===== src/rtl/mem_arbiter_pkg.sv =====
// Shared encodings for the two-port memory arbiter: FSM states and requester indices.
package mem_arbiter_pkg;

  typedef enum logic [1:0] {
    ARB_IDLE   = 2'd0,
    ARB_ADDR   = 2'd1,
    ARB_ACCESS = 2'd2,
    ARB_DONE   = 2'd3
  } arb_state_e;

  localparam int unsigned REQ_CPU = 0;
  localparam int unsigned REQ_DMA = 1;

endpackage


===== src/rtl/mem_arbiter_rr_pick2.sv =====
// Two-way round-robin winner select: a lone requester wins, a tie goes to the
// requester that did not win last time.
module rr_pick2
  import mem_arbiter_pkg::*;
(
  input  logic [1:0] req,
  input  logic       last,
  output logic [1:0] win
);

  always_comb begin
    win = 2'b00;
    unique case (req)
      2'b01:   win[REQ_CPU] = 1'b1;
      2'b10:   win[REQ_DMA] = 1'b1;
      2'b11: begin
        if (last == 1'b1) win[REQ_CPU] = 1'b1;
        else              win[REQ_DMA] = 1'b1;
      end
      default: win = 2'b00;
    endcase
  end

endmodule


===== src/rtl/mem_arbiter.sv =====
// Round-robin arbiter sharing one single-port RAM between a CPU and a loader/DMA
// port; each transaction walks IDLE -> ADDR -> ACCESS -> DONE.
module mem_arbiter
  import mem_arbiter_pkg::*;
#(
  parameter int unsigned N_REQ  = 2,
  parameter int unsigned ADDR_W = 8,
  parameter int unsigned DATA_W = 8
) (
  input  logic                      clk,
  input  logic                      reset,
  input  logic [N_REQ-1:0]          req,
  input  logic [N_REQ-1:0]          req_we,
  input  logic [N_REQ*ADDR_W-1:0]   req_addr,
  input  logic [N_REQ*DATA_W-1:0]   req_wdata,
  output logic [N_REQ-1:0]          gnt,
  output logic [N_REQ-1:0]          done,
  output logic [DATA_W-1:0]         rdata,
  output logic [ADDR_W-1:0]         mem_addr,
  output logic [DATA_W-1:0]         mem_wdata,
  output logic                      mem_we,
  output logic                      mem_re,
  input  logic [DATA_W-1:0]         mem_rdata
);

  arb_state_e          r_state;
  arb_state_e          w_state_next;
  logic [N_REQ-1:0]    r_gnt;
  logic [N_REQ-1:0]    r_done;
  logic                r_we;
  logic                r_last;
  logic [ADDR_W-1:0]   r_addr;
  logic [DATA_W-1:0]   r_wdata;
  logic [DATA_W-1:0]   r_rdata;

  logic [1:0]          w_win;
  logic                w_start;
  logic                w_sel_we;
  logic [ADDR_W-1:0]   w_sel_addr;
  logic [DATA_W-1:0]   w_sel_wdata;

  rr_pick2 u_pick (
    .req  (req[1:0]),
    .last (r_last),
    .win  (w_win)
  );

  // Mux the winning requester's command so it can be latched at the IDLE edge.
  always_comb begin
    w_sel_we    = req_we[REQ_CPU];
    w_sel_addr  = req_addr[REQ_CPU*ADDR_W +: ADDR_W];
    w_sel_wdata = req_wdata[REQ_CPU*DATA_W +: DATA_W];
    if (w_win[REQ_DMA]) begin
      w_sel_we    = req_we[REQ_DMA];
      w_sel_addr  = req_addr[REQ_DMA*ADDR_W +: ADDR_W];
      w_sel_wdata = req_wdata[REQ_DMA*DATA_W +: DATA_W];
    end
  end

  always_comb begin
    w_state_next = r_state;
    w_start      = 1'b0;
    mem_we       = 1'b0;
    mem_re       = 1'b0;
    unique case (r_state)
      ARB_IDLE: begin
        if (|req[1:0]) begin
          w_start      = 1'b1;
          w_state_next = ARB_ADDR;
        end
      end
      ARB_ADDR:   w_state_next = ARB_ACCESS;
      ARB_ACCESS: begin
        mem_we       = r_we;
        mem_re       = ~r_we;
        w_state_next = ARB_DONE;
      end
      ARB_DONE:   w_state_next = ARB_IDLE;
      default:    w_state_next = ARB_IDLE;
    endcase
  end

  always_ff @(posedge clk) begin
    if (reset) begin
      r_state <= ARB_IDLE;
      r_gnt   <= '0;
      r_done  <= '0;
      r_we    <= 1'b0;
      r_last  <= 1'b1;
      r_addr  <= '0;
      r_wdata <= '0;
      r_rdata <= '0;
    end else begin
      r_state <= w_state_next;
      r_done  <= '0;
      if (w_start) begin
        r_gnt   <= w_win;
        r_we    <= w_sel_we;
        r_addr  <= w_sel_addr;
        r_wdata <= w_sel_wdata;
      end
      if (r_state == ARB_ACCESS) begin
        r_done <= r_gnt;
        if (!r_we) r_rdata <= mem_rdata;
      end
      // A CPU win leaves last = 0, so the DMA port takes the next tie.
      if (r_state == ARB_DONE) begin
        r_gnt  <= '0;
        r_last <= r_gnt[REQ_DMA];
      end
    end
  end

  assign gnt       = r_gnt;
  assign done      = r_done;
  assign rdata     = r_rdata;
  assign mem_addr  = r_addr;
  assign mem_wdata = r_wdata;

endmodule


===== config.mk =====
export PLATFORM = sky130hd
export DESIGN_NAME = mem_arbiter
export DESIGN_NICKNAME = d
export VERILOG_FILES = /design/src/rtl/mem_arbiter_pkg.sv /design/src/rtl/mem_arbiter_rr_pick2.sv /design/src/rtl/mem_arbiter.sv
export SDC_FILE = /design/constraint.sdc
export NUM_CORES = 1
export LEC_CHECK = 0
export BUFFER_PORTS_ARGS = -buffer_cell sky130_fd_sc_hd__buf_2
export CAP_MARGIN = 10
export CORE_MARGIN = 3
export CORE_UTILIZATION = 39
export CTS_CLUSTER_DIAMETER = 40
export DETAILED_ROUTE_END_ITERATION = 16
export PLACE_DENSITY_LB_ADDON = 0.05
export SYNTH_ARGS = -nofsm -noshare
export SYNTH_HDL_FRONTEND = slang
export SYNTH_SLANG_ARGS = --single-unit

===== constraint.sdc =====
create_clock -name clk -period 1.3 [get_ports clk]
set_input_delay 0.195 -clock clk [delete_from_list [all_inputs] [get_ports clk]]
set_output_delay 0.195 -clock clk [all_outputs]
set_load 0.02 [all_outputs]

==> impl_metrics.env <==
export IMPL_synth_area_leaders="dfxtp_1 (46%), a21oi_1 (9.3%), nand2_1 (8.8%)"
export IMPL_ys_seq_elements=32
export IMPL_drt_vias_per_instance=4.99
export IMPL_globalRouteMet1Util_pct=22.4
export IMPL_whs_path_depth=3
export IMPL_cp_data_required_time_ns=1.11
export IMPL_ys_seq_area_share_pct=45.8
export IMPL_nFillCells=290
export IMPL_slew_headroom_pct=68.0
export IMPL_drc_errors=0
export IMPL_drive_gt1_share_pct=55.8
export IMPL_drt_iter0_drc=42
export IMPL_hold_class="input pin to flop"
export IMPL_worstMarginPinSlew_ns=0.480
export IMPL_syn_nets=211
export IMPL_grt_pass1_wl_um=6090
export IMPL_fp_dieW_um=65.9
export IMPL_core_um2=3390
export IMPL_finalCritPeriodShare_pct=107
export IMPL_yosysUniqueCellTypes=27
export IMPL_end_kind="output pin"
export IMPL_min_to="rdata[3]"
export IMPL_initial_core_util_pct=41.3
export IMPL_status="finished, violations left"
export IMPL_ant_nets=0
export IMPL_final_max_slew_viol_count=0
export IMPL_h_tree_depth=2
export IMPL_clock_fmax_mhz=717
export IMPL_rr_startpoint="r_state[1]"
export IMPL_ir_worst_vdd_mv=0.981
export IMPL_antenna_found_initial=0
export IMPL_synthTopCellsByCount="nand2_1 (33), dfxtp_1 (32), a21oi_1 (26)"
export IMPL_firstDrtPassIters=5
export IMPL_rows=21
export IMPL_use_met2_pct=30.4
export IMPL_first_global_vias=1333
export IMPL_syn_area_um2=1400
export IMPL_fin_crit_ns=1.39
export IMPL_place_gp_congestion=0.801
export IMPL_numCtsBuffers=5
export IMPL_grt_busiest_layer="met2"
export IMPL_fp_dieArea_um2=4340
export IMPL_antenna_cells=0
export IMPL_gr_usage_met3_pct=4.76
export IMPL_regToRegSetupSlack_ns=-0.07
export IMPL_dp_slack_ns=-0.105
export IMPL_syn_instance_count=162
export IMPL_cts_buffer_depth=2
export IMPL_post_route_util_pct=65.0
export IMPL_insertion_delay_ns=0.34
export IMPL_yosysMostFrequentCell="nand2_1"
export IMPL_path_clk_slew_ns=0.10
export IMPL_min_from="mem_rdata[3]"
export IMPL_io_pins=76
export IMPL_r2r_end="mem_wdata[4]"
export IMPL_hold_violations=0
export IMPL_r2r_cells=7
export IMPL_rsz0062_at_grt="yes"
export IMPL_synth_top_cell_by_area="dfxtp_1"
export IMPL_setup_viol=11
export IMPL_grt_max_degree=23
export IMPL_die_h_um=65.9
export IMPL_synth_avg_cell_area_um2=8.64
export IMPL_synth_top_area_share_pct=45.8
export IMPL_grt_remaining_overflow=0
export IMPL_cap_violations=0
export IMPL_violations="setup timing"
export IMPL_syn_to_final_growth_pct=57.4
export IMPL_crit_fanout=3
export IMPL_ys_warnings_count=0
export IMPL_clock_skew_ns=0.0126
export IMPL_wl_per_cell_um=14.3
export IMPL_cts_sinks=32
export IMPL_hpwl_um=2630
export IMPL_setup_ws_ns=-0.0948
export IMPL_hold_buffers=0
export IMPL_p_leak_uw=0.00102
export IMPL_synthArstFlopShare_pct=0
export IMPL_synth_edf_count=0
export IMPL_crit_arrival_ns=1.20
export IMPL_start_kind="flop"
export IMPL_cts_tree="built"
export IMPL_cts_root_buf="clkbuf_4"
export IMPL_p_per_area_nw_per_um2=2310
export IMPL_grtUsageTotal_pct=18.5
export IMPL_synth_top_flop_cell="dfxtp_1"
export IMPL_wirelength_um=4210
export IMPL_nNetsFinal=297
export IMPL_portBuffers=75
export IMPL_crit_type="flop to output pin"
export IMPL_num_vias=1471
[how the worst max path moves through the flow]
stage | end | cells after the start | from | slack (ns)
after global placement | mem_addr[0] | 6 | r_state[0] | 0.0005
after detailed placement | r_state[1] | 5 | r_state[0] | -0.11
after floorplan | mem_addr[2] | 8 | r_state[0] | -0.03
after global routing | mem_re | 5 | r_state[1] | -0.15
final | mem_we | 4 | r_state[1] | -0.09
after CTS | mem_we | 4 | r_state[1] | -0.10
[metrics by stage]
stage / hold WS [ns] / TNS (ns) / instances / area (um^2) / total power (uW)
final: 0.0751 / -0.447 / 295 / 2200 / 5090
after CTS: 0.0693 / -0.205 / 290 / 2010 / 4450
after global placement: 0.435 / 0 / 280 / 1870 / 3580
after detailed placement: 0.443 / -1.05 / 280 / 1870 / 3650
after global routing: 0.0671 / -1.84 / 295 / 2200 / 5430
after floorplan: 0.285 / -0.218 / 162 / 1420 / 2970
[where the power goes]
group,switching (uW),internal (uW),total (uW)
combinational,1580,1440,3020
sequential,175,1290,1470
clock,333,267,599
total,2090,3000,5090
[logic make-up (layout without fill, tap and decap cells)]
family | after synthesis | in the layout | share of synthesized area, %
AND/OR/NAND/NOR | 60 | 60 | 17.8
AO/OA/AOI/OAI | 51 | 51 | 27.2
flip-flops | 32 | 32 | 45.8
buffers and inverters | 15 | 102 | 5.90
adder cells (fa/ha/maj) | 3 | 3 | 2.68
multiplexers | 1 | 1 | 0.715
[layout make-up]
class	instances	area [um^2]	share of cell area [%]
multi-input combinational	115	817	37.1
sequential	32	643	29.2
timing repair buffer	91	606	27.5
clock buffer	8	58.8	2.67
tap	46	57.6	2.61
inverter	3	21.3	0.965
[flip-flops by register name (all words and copies together), names as in the netlist]
name	count
done	2
rdata	8
r_we	1
r_last	1
mem_addr	8
r_state	2
mem_wdata	8
gnt	2
[worst max-delay path, stage by stage (launching register included)]
cell and delay [ns]:
dfxtp_2 0.33, buf_6 0.12, ha_4 0.17, and2_4 0.13
buf_6 0.12
[timing repair]
item / 4_1_cts / 5_1_grt
buffers inserted: 2 / 1
endpoints found under the setup margin: 20 / 19
pin swaps: 1 / 15
gates resized for setup: 14 / 27
cloned: 0 / 4
[cell usage in the layout (no fill, tap or decap), types with 5 or more instances in the layout]
cell	Yosys	layout
buf_2	3	73
nand2_1	33	33
dfxtp_1	32	30
a21oi_1	26	16
nor2_1	19	14
a211oi_2	9	11
a21oi_2	0	9
buf_4	6	8
a211oi_1	9	7
nor2_2	0	5
clkbuf_4	0	5
[per-layer routing]
metal	up-vias	share of wire (%)
met1	678	45
met5	-	0
li1	730	-
met3	9	7.1
met4	0	1.9
met2	54	46
No activity file was read; power rests on OpenSTA's default activity.
